### src/rtl/median9_node_scheduler.sv
// ---------------------------------------------------------------------------
// median9_node_scheduler
//   Time-multiplexed 3x3 median engine. One accepted 9-pixel window is held
//   in a 9-entry register file and pushed through the fixed 19-step
//   median-of-9 compare-exchange network. A single shared Node unit does one
//   step per clock. The median is r[4] once the network has finished.
//
// Ports
//   clk        in   system clock, rising edge
//   rst_n      in   asynchronous active-low reset
//   in_valid   in   window_i holds a valid window
//   in_ready   out  block can accept a window this cycle (combinational)
//   window_i   in   9*DATA_WIDTH, p[k] = window_i[k*DATA_WIDTH +: DATA_WIDTH]
//   out_valid  out  median_o holds a result
//   out_ready  in   downstream accepts the result
//   median_o   out  DATA_WIDTH median, taken straight from r[4]
//   busy_o     out  high while the network is running
//   bypass_i   in   (MEDIAN_BYPASS_EN only) skip the sort and return p[4]
//
// Optional feature macro: MEDIAN_BYPASS_EN
// ---------------------------------------------------------------------------
module median9_node_scheduler #(
    parameter int DATA_WIDTH = 8
) (
    input  logic                    clk,
    input  logic                    rst_n,
    input  logic                    in_valid,
    output logic                    in_ready,
    input  logic [9*DATA_WIDTH-1:0] window_i,
    output logic                    out_valid,
    input  logic                    out_ready,
    output logic [DATA_WIDTH-1:0]   median_o,
    output logic                    busy_o
`ifdef MEDIAN_BYPASS_EN
    ,
    input  logic                    bypass_i
`endif
);

    typedef enum logic [1:0] {
        IDLE = 2'd0,
        SORT = 2'd1,
        DONE = 2'd2
    } state_t;

    localparam logic [4:0] LAST_STEP = 5'd18;

    state_t                r_state;
    state_t                w_state_nxt;
    logic [4:0]            r_step;
    logic [DATA_WIDTH-1:0] r_pix [9];

    logic                  w_accept;
    logic                  w_bypass;
    logic [3:0]            w_lo;
    logic [3:0]            w_hi;
    logic [DATA_WIDTH-1:0] w_a;
    logic [DATA_WIDTH-1:0] w_b;
    logic [DATA_WIDTH-1:0] w_min;
    logic [DATA_WIDTH-1:0] w_max;

`ifdef MEDIAN_BYPASS_EN
    assign w_bypass = bypass_i;
`else
    assign w_bypass = 1'b0;
`endif

    assign w_accept = in_valid & in_ready;

    // ---------------- FSM: state register ----------------
    always_ff @(posedge clk or negedge rst_n) begin
        if (!rst_n) r_state <= IDLE;
        else        r_state <= w_state_nxt;
    end

    // ---------------- FSM: next state ----------------
    always_comb begin
        w_state_nxt = r_state;
        case (r_state)
            IDLE: if (in_valid) w_state_nxt = w_bypass ? DONE : SORT;
            SORT: if (r_step == LAST_STEP) w_state_nxt = DONE;
            DONE: if (out_ready) begin
                // a waiting window loads on the same edge the result leaves
                if (in_valid) w_state_nxt = w_bypass ? DONE : SORT;
                else          w_state_nxt = IDLE;
            end
            default: w_state_nxt = IDLE;
        endcase
    end

    // ---------------- FSM: outputs ----------------
    always_comb begin
        in_ready  = (r_state == IDLE) | ((r_state == DONE) & out_ready);
        out_valid = (r_state == DONE);
        busy_o    = (r_state == SORT);
    end

    assign median_o = r_pix[4];

    // ---------------- step table: (lo,hi) per network step ----------------
    always_comb begin
        w_lo = 4'd0;
        w_hi = 4'd0;
        case (r_step)
            5'd0:  begin w_lo = 4'd1; w_hi = 4'd2; end
            5'd1:  begin w_lo = 4'd4; w_hi = 4'd5; end
            5'd2:  begin w_lo = 4'd7; w_hi = 4'd8; end
            5'd3:  begin w_lo = 4'd0; w_hi = 4'd1; end
            5'd4:  begin w_lo = 4'd3; w_hi = 4'd4; end
            5'd5:  begin w_lo = 4'd6; w_hi = 4'd7; end
            5'd6:  begin w_lo = 4'd1; w_hi = 4'd2; end
            5'd7:  begin w_lo = 4'd4; w_hi = 4'd5; end
            5'd8:  begin w_lo = 4'd7; w_hi = 4'd8; end
            5'd9:  begin w_lo = 4'd0; w_hi = 4'd3; end
            5'd10: begin w_lo = 4'd5; w_hi = 4'd8; end
            5'd11: begin w_lo = 4'd4; w_hi = 4'd7; end
            5'd12: begin w_lo = 4'd3; w_hi = 4'd6; end
            5'd13: begin w_lo = 4'd1; w_hi = 4'd4; end
            5'd14: begin w_lo = 4'd2; w_hi = 4'd5; end
            5'd15: begin w_lo = 4'd4; w_hi = 4'd7; end
            5'd16: begin w_lo = 4'd4; w_hi = 4'd2; end
            5'd17: begin w_lo = 4'd6; w_hi = 4'd4; end
            5'd18: begin w_lo = 4'd4; w_hi = 4'd2; end
            default: begin w_lo = 4'd0; w_hi = 4'd0; end
        endcase
    end

    // ---------------- shared Node compare-exchange ----------------
    assign w_a   = r_pix[w_lo];
    assign w_b   = r_pix[w_hi];
    assign w_min = (w_a > w_b) ? w_b : w_a;
    assign w_max = (w_a > w_b) ? w_a : w_b;

    // ---------------- register file and step counter ----------------
    always_ff @(posedge clk or negedge rst_n) begin
        if (!rst_n) begin
            r_step <= '0;
            for (int k = 0; k < 9; k++) r_pix[k] <= '0;
        end else if (w_accept) begin
            r_step <= '0;
            for (int k = 0; k < 9; k++) r_pix[k] <= window_i[k*DATA_WIDTH +: DATA_WIDTH];
        end else if (r_state == SORT) begin
            r_pix[w_lo] <= w_min;
            r_pix[w_hi] <= w_max;
            if (r_step != LAST_STEP) r_step <= r_step + 5'd1;
        end
    end

endmodule
### config.mk
export PLATFORM = sky130hd
export DESIGN_NAME = median9_node_scheduler
export DESIGN_NICKNAME = d
export VERILOG_FILES = /design/src/rtl/median9_node_scheduler.sv
export SDC_FILE = /design/constraint.sdc
export NUM_CORES = 1
export LEC_CHECK = 0
export CAP_MARGIN = 20
export CORE_MARGIN = 3
export CORE_UTILIZATION = 45
export CTS_BUF_LIST = sky130_fd_sc_hd__clkbuf_16
export DETAILED_ROUTE_END_ITERATION = 6
export PLACE_DENSITY = 0.74
export SETUP_SLACK_MARGIN = 0.05
export SLEW_MARGIN = 25
export SYNTH_ARGS = -nofsm -noshare
export SYNTH_HDL_FRONTEND = slang
export SYNTH_SLANG_ARGS = --single-unit
### constraint.sdc
create_clock -name clk -period 5 [get_ports clk]
set_input_delay 0.75 -clock clk [delete_from_list [all_inputs] [get_ports clk]]
set_output_delay 0.75 -clock clk [all_outputs]
set_load 0.05 [all_outputs]
Word level (Yosys, flattened, before mapping)
Memory sizes are Yosys's and may differ from the RTL's. Cells that the tools add are included.

Flip-flop bits (word level): 79. Bits in read-only memories: 224. Input port bits: 76. Output and inout bits: 11. Memories kept: 1.

Memory list: (no name shown) (words 32, bits a word 7, read ports 1, clocked after memory_dff 0, wr ports 0, RTL line 104) `case (r_step)`.

$add $sub $neg: 1. $lt $le $gt $ge: 5. Equal/unequal tests: 7. Muxes and demuxes: 24. Bitwise gates (word level): 5. Reduce and logical (&&, ||, !) cells: 7.

Operator list (number): 72-bit bitwise mux (2); 72-bit 2-to-1 mux (2); 8-bit binary-select mux with 4-bit select (2); 8-bit demux with 4-bit select (2); 8-bit 2-to-1 mux (8); 5-bit 2-to-1 mux (3); 5-bit greater-or-equal comparator (second input constant) (2); 5-bit by 1-bit less-than comparator with 1-bit output (second input constant) (2); 4-bit NOT with 5-bit output (2); 8-bit > comparator (1); 2-bit 2-to-1 mux (3); 2-bit one-hot mux with 3 select lines (1); 5-bit by 1-bit adder with 5-bit output (second input constant) (1); 5-bit equality test (second input constant) (1); 5-bit inequality test (second input constant) (1); 2-bit by 1-bit inequality test with 1-bit output (second input constant) (2); 2-bit nonzero test (2); 3-bit AND reduction (1); 1-bit AND (2); 2-bit by 1-bit equality test with 1-bit output (second input constant) (1); 2-bit equality test (second input constant) (1); 1-bit logical AND (2); 2-bit logical NOT (1); 2-bit inequality test (second input constant) (1); 3 further kinds (3).

Logic depth before layout (Yosys ltp)
An unclocked memory read counts as a cell.

Word-level depth: 11. Depth in mapped cells: 22. Mapped depth without buffers: 18.

Worst setup path before layout
Ideal clock, no wire load.

Path type: flip-flop to flip-flop. Start point: register r_step[0]. End point: register r_pix[46] in the netlist's numbering. Setup time: 0.131 ns. Arrival: 4.540 ns. Required time: 4.869 ns. Setup slack: 0.329 ns. Stages on the path, launching flop included: 21. Buffers on the path: 6. Cells stage by stage: dfrtp_1 -> buf_2 -> inv_1 -> ha_1 -> nor3_2 -> o41ai_4 -> buf_6 -> mux2_1 -> o221ai_1 -> a22oi_2 -> buf_4 -> ha_1 -> nand4_1 -> a21oi_1 -> o22a_1 -> clkbuf_1 -> buf_2 -> clkbuf_1 -> nor2_1 -> a221oi_1 -> a31oi_1.

Longest elaborated chain between the ends: 11. Elaborated cells on any way between the ends: 26. Those cells by class: 5 x order compare; 16 x mux; 2 x bitwise; 2 x reduce/logical; 1 x memory.

Ends and longest elaborated chain: start, declared (RTL line 50) `logic [4:0] r_step;`; start signal, assigned (RTL line 145) `if (r_step != LAST_STEP) r_step <= r_step + 5'd1;`; memory read 32 x 7 bit (*); 4-bit NOT with 5-bit output (on tied branches); 8-bit binary-select mux with 4-bit select (on tied branches) (RTL line 129, 130); 8-bit 2-to-1 mux (on tied branches) (2 in series) (RTL line 129, 130); 8-bit > comparator (RTL line 131, 132); 8-bit 2-to-1 mux (RTL line 131) `assign w_min = (w_a > w_b) ? w_b : w_a;`; 72-bit bitwise mux (RTL line 143) `r_pix[w_lo] <= w_min;`; 72-bit bitwise mux (*) (RTL line 144) `r_pix[w_hi] <= w_max;`; 72-bit 2-to-1 mux (*) (RTL line 142) `end else if (r_state == SORT) begin`; 72-bit 2-to-1 mux (*) (RTL line 139) `end else if (w_accept) begin`; end signal, assigned by index (RTL line 143); end signal, assigned by index (RTL line 144); end, declared (RTL line 51) `logic [DATA_WIDTH-1:0] r_pix [9];`.

Mark *: on every way between the ends. The rest lies on a longest branch, timed or not. The select of a mux whose other input is x is not followed. A chain may end at the register's enable or synchronous reset.

Final worst setup path
Start point: register r_step[2]. End point: register r_pix[42] in the netlist's numbering.

The elaborated chain is that of the path after synthesis.

==> run_results.csv <==
group,metric,value,unit
critical_path,timing.critical_path.required,5.29,ns
synth,postSynthCellCount,827,
cells_and_area,post_route_cells_drive_above_1_share,15.55,%
critical_path,critPathLaunchType,"flip-flop",
synth,synthDistinctLibCells,102,
synth,synth_async_sr_flop_share,100.0,%
critical_path,cp_data_arrival_time,5.03,ns
clocking,cts-root-to-sink-buffers,2,
floorplan,starting_density_of_the_core,46.89,%
timing,finalHoldViolations,0,
placement,gp_congestion,1.031,
critical_path,worst-setup-path-type,"flip-flop to flip-flop",
synth,syn-mean-instance-area,8.429,um^2
floorplan,dieArea,17020,um^2
synth,synth_edf_count,0,
drt,drt-total-wl,32.66,mm
synth,synth_largest_type_area_fraction,28.36,%
drt,initialDrtViolationCount,1124,
clocking,cts.htree.levels,3,
clocking,tritoncts,"yes",
drt,detail-route-antenna-nets,0,
floorplan,die_w,130.5,um
clocking,cts_hold_buf,0,
synth,synth_area_leader_cell,"sky130_fd_sc_hd__dfrtp_1",
flow_run,timing.max_cap.violations,0,
timing,grt_setup_unrepaired,"no",
floorplan,std_cell_rows,44,
timing,timing.final.crit_period,4.741,ns
global_route,grt_overflow,0,
placement,detailedPlacementHpwl,24.45,mm
timing,fmax,0.2109,GHz
critical_path,worst_r2r_path_depth,16,
min_path,type_of_the_most_critical_hold_path,"input pin to async pin",
synth,synth_top_cells_by_area,"sky130_fd_sc_hd__dfrtp_1 28%, sky130_fd_sc_hd__nand2_1 5.1%, sky130_fd_sc_hd__o22ai_1 4.2%",
synth,synth_area,6970,um^2
critical_path,cpPeakStageDelay,0.63,ns
timing,finalSetupTns,0,ns
timing,slew_headroom,39.53,%
timing,post-route-period-util,94.82,%
clocking,cts_sinks,79,
clocking,cts.root.buffer_cell,"sky130_fd_sc_hd__clkbuf_16",
clocking,insertion_delay,0.35,ns
clocking,cts_buffers,9,
floorplan,ios,87,
drt,first_pass_iters,7,
drt,wl_per_cell,29.40,um
drt,route.vias.total,7874,
global_route,global_route_usage_over_all_layers,37.96,%
critical_path,crit_path_cell_chain,"buf_4 -> and3_1 -> nor3_4 -> nand2_1 -> o22a_1 -> o22ai_2 -> inv_1 -> ha_1 -> a21oi_1 -> a21oi_1 -> o22ai_2 -> buf_12 -> mux2i_1 -> nor2_1 -> o21ai_0 -> o211a_1",
timing,finalMaxSlewViolations,0,
synth,synth_fp_nets,919,
critical_path,crit_path_top_delay_cell,"sky130_fd_sc_hd__nor3_4",
global_route,maximum_number_of_pins_on_one_net_before_global_route_repair,44,
drt,drcViolationCount,1,
floorplan,die_h,130.5,um
synth,synth.ff_latch_count,79,
synth,seq_area_frac_synth,28.36,%
run_status,result_of_the_run,"finished with violations",
global_route,grt_first_pass_wirelength,47.46,mm
placement,io_port_bufs,86,
timing,setup-violations-final,0,
timing,worst_pin_slew,0.9029,ns
synth,synth_warnings,0,
drt,viasPerCell,7.087,
synth,ys_dominant_reg_cell,"sky130_fd_sc_hd__dfrtp_1",
timing,post_route_clock_skew,0.008531,ns
global_route,antenna_found_initial,1,
floorplan,design.core.area,14860,um^2
global_route,grt_pass1_vias,7474,
clocking,clkSlewWorstSetupHoldPaths,0.06,ns
critical_path,setup.worst_path.end_class,"flip-flop",
critical_path,path_max_fanout,25,
cells_and_area,area_growth,21.85,%
cells_and_area,fin_nets,1014,
run_status,violations_in_the_final_reports,"DRC",
==> cells in the final DEF, fill, tap and decap left out, types with 22 or more instances in the layout <==
master	n
sky130_fd_sc_hd__clkdlybuf4s50_1	85
sky130_fd_sc_hd__inv_1	22
sky130_fd_sc_hd__nor2_1	59
sky130_fd_sc_hd__dfrtp_1	79
sky130_fd_sc_hd__a21oi_1	58
sky130_fd_sc_hd__nand2_1	94
sky130_fd_sc_hd__mux2i_1	27
sky130_fd_sc_hd__nor3_1	27
sky130_fd_sc_hd__nand3_1	27
sky130_fd_sc_hd__o21ai_0	30
sky130_fd_sc_hd__o22ai_1	46
sky130_fd_sc_hd__buf_4	63
==> stage by stage <==
stage	setup slack, ns	cells	area (um^2)	hold slack [ns]	util, %
2_1_floorplan	0.3289	827	6970	0.4544	-
3_3_place_gp	0.2995	1094	8119	0.4965	54.62
3_5_place_dp	0.3037	1094	8119	0.5091	54.62
4_1_cts	0.2632	1109	8454	0.3716	56.88
5_1_grt	0.05937	1111	8493	0.3874	57.14
6_report	0.2588	1111	8493	0.3542	57.14
==> synth_stat cells, types with 8 or more instances <==
master / count
sky130_fd_sc_hd__nand2b_1: 10
sky130_fd_sc_hd__o21ai_1: 13
sky130_fd_sc_hd__buf_6: 15
sky130_fd_sc_hd__a222oi_1: 11
sky130_fd_sc_hd__inv_1: 21
sky130_fd_sc_hd__ha_1: 16
sky130_fd_sc_hd__buf_2: 12
sky130_fd_sc_hd__nor2b_1: 9
sky130_fd_sc_hd__o211ai_1: 16
sky130_fd_sc_hd__a22oi_1: 10
sky130_fd_sc_hd__nor3_1: 27
sky130_fd_sc_hd__a221oi_1: 10
sky130_fd_sc_hd__nand3_1: 27
sky130_fd_sc_hd__o21ai_0: 30
sky130_fd_sc_hd__or3_1: 8
sky130_fd_sc_hd__dfrtp_1: 79
sky130_fd_sc_hd__nor2_1: 59
sky130_fd_sc_hd__a221o_1: 9
sky130_fd_sc_hd__a211oi_1: 19
sky130_fd_sc_hd__nand2_1: 95
sky130_fd_sc_hd__o22ai_1: 47
sky130_fd_sc_hd__mux2i_1: 27
sky130_fd_sc_hd__a21oi_1: 58
sky130_fd_sc_hd__clkbuf_1: 19
sky130_fd_sc_hd__mux2_2: 8
sky130_fd_sc_hd__buf_4: 16
==> critical path, delay by kind of cell (launching register included) <==
| kind | cells | cell delay [ns] |
|---|---|---|
| buffers and inverters | 3 | 0.52 |
| and+or+nand+nor | 4 | 1.40 |
| adders and majority gates | 1 | 0.34 |
| DFF | 1 | 0.52 |
| muxes | 1 | 0.51 |
| AOI/OAI and AO/OA | 7 | 1.36 |
==> final cells by class <==
type | count | area [um^2]
antenna | 1 | 2.502
clock buffer | 9 | 225.2
clock inverter | 6 | 110.1
fill | 1446 | 6371
inverter | 24 | 90.09
multi-input combinational | 658 | 4494
sequential | 79 | 1977
tap | 184 | 230.2
timing repair buffer | 150 | 1364
==> cells by family after synthesis <==
kind of cell,synth area share [%]
AO/OA/AOI/OAI,34.12
AND/OR/NAND/NOR,20.52
buffers and inverters,7.539
flip-flops,28.36
multiplexers,6.103
adder cells (fa/ha/maj),2.872
XOR/XNOR,0.4848
==> metal layers <==
| layer | global-route usage, % | routed length, um | part of all wire (%) |
|---|---|---|---|
| met1 | 49.53 | 12630 | 39 |
| met5 | 0 | 0 | 0 |
| met2 | 59.72 | 14610 | 45 |
| met3 | 8.130 | 3580 | 11 |
| met4 | 18.94 | 1845 | 5.6 |
==> flip-flops by register name (all words and copies together) (netlist names) <==
| register | count |
|---|---|
| r_state | 2 |
| median_o | 8 |
| r_step | 5 |
| r_pix | 64 |
==> worst paths after layout <==
kind / end / from / slack [ns]
max: r_pix[42]$_DFFE_PN0P_ / r_step[2]$_DFFE_PN0P_ / 0.26
max in group asynchronous: median_o[3]$_DFFE_PN0P_ / rst_n / 3.67
min reg2reg: r_pix[5]$_DFFE_PN0P_ / r_pix[5]$_DFFE_PN0P_ / 0.53
min in group clk: r_pix[5]$_DFFE_PN0P_ / r_pix[5]$_DFFE_PN0P_ / 0.53
max reg2reg: r_pix[42]$_DFFE_PN0P_ / r_step[2]$_DFFE_PN0P_ / 0.26
min: r_pix[21]$_DFFE_PN0P_ / rst_n / 0.35
==> timing repair <==
item                                    4_1_cts  5_1_grt
resized for setup                             0        3
endpoints found under the setup margin        0        7
setup buffers                                 0        1
Power is left out: the tool's default activity adds up to more than one toggle a clock period on the data nets, which glitch-free logic cannot reach.
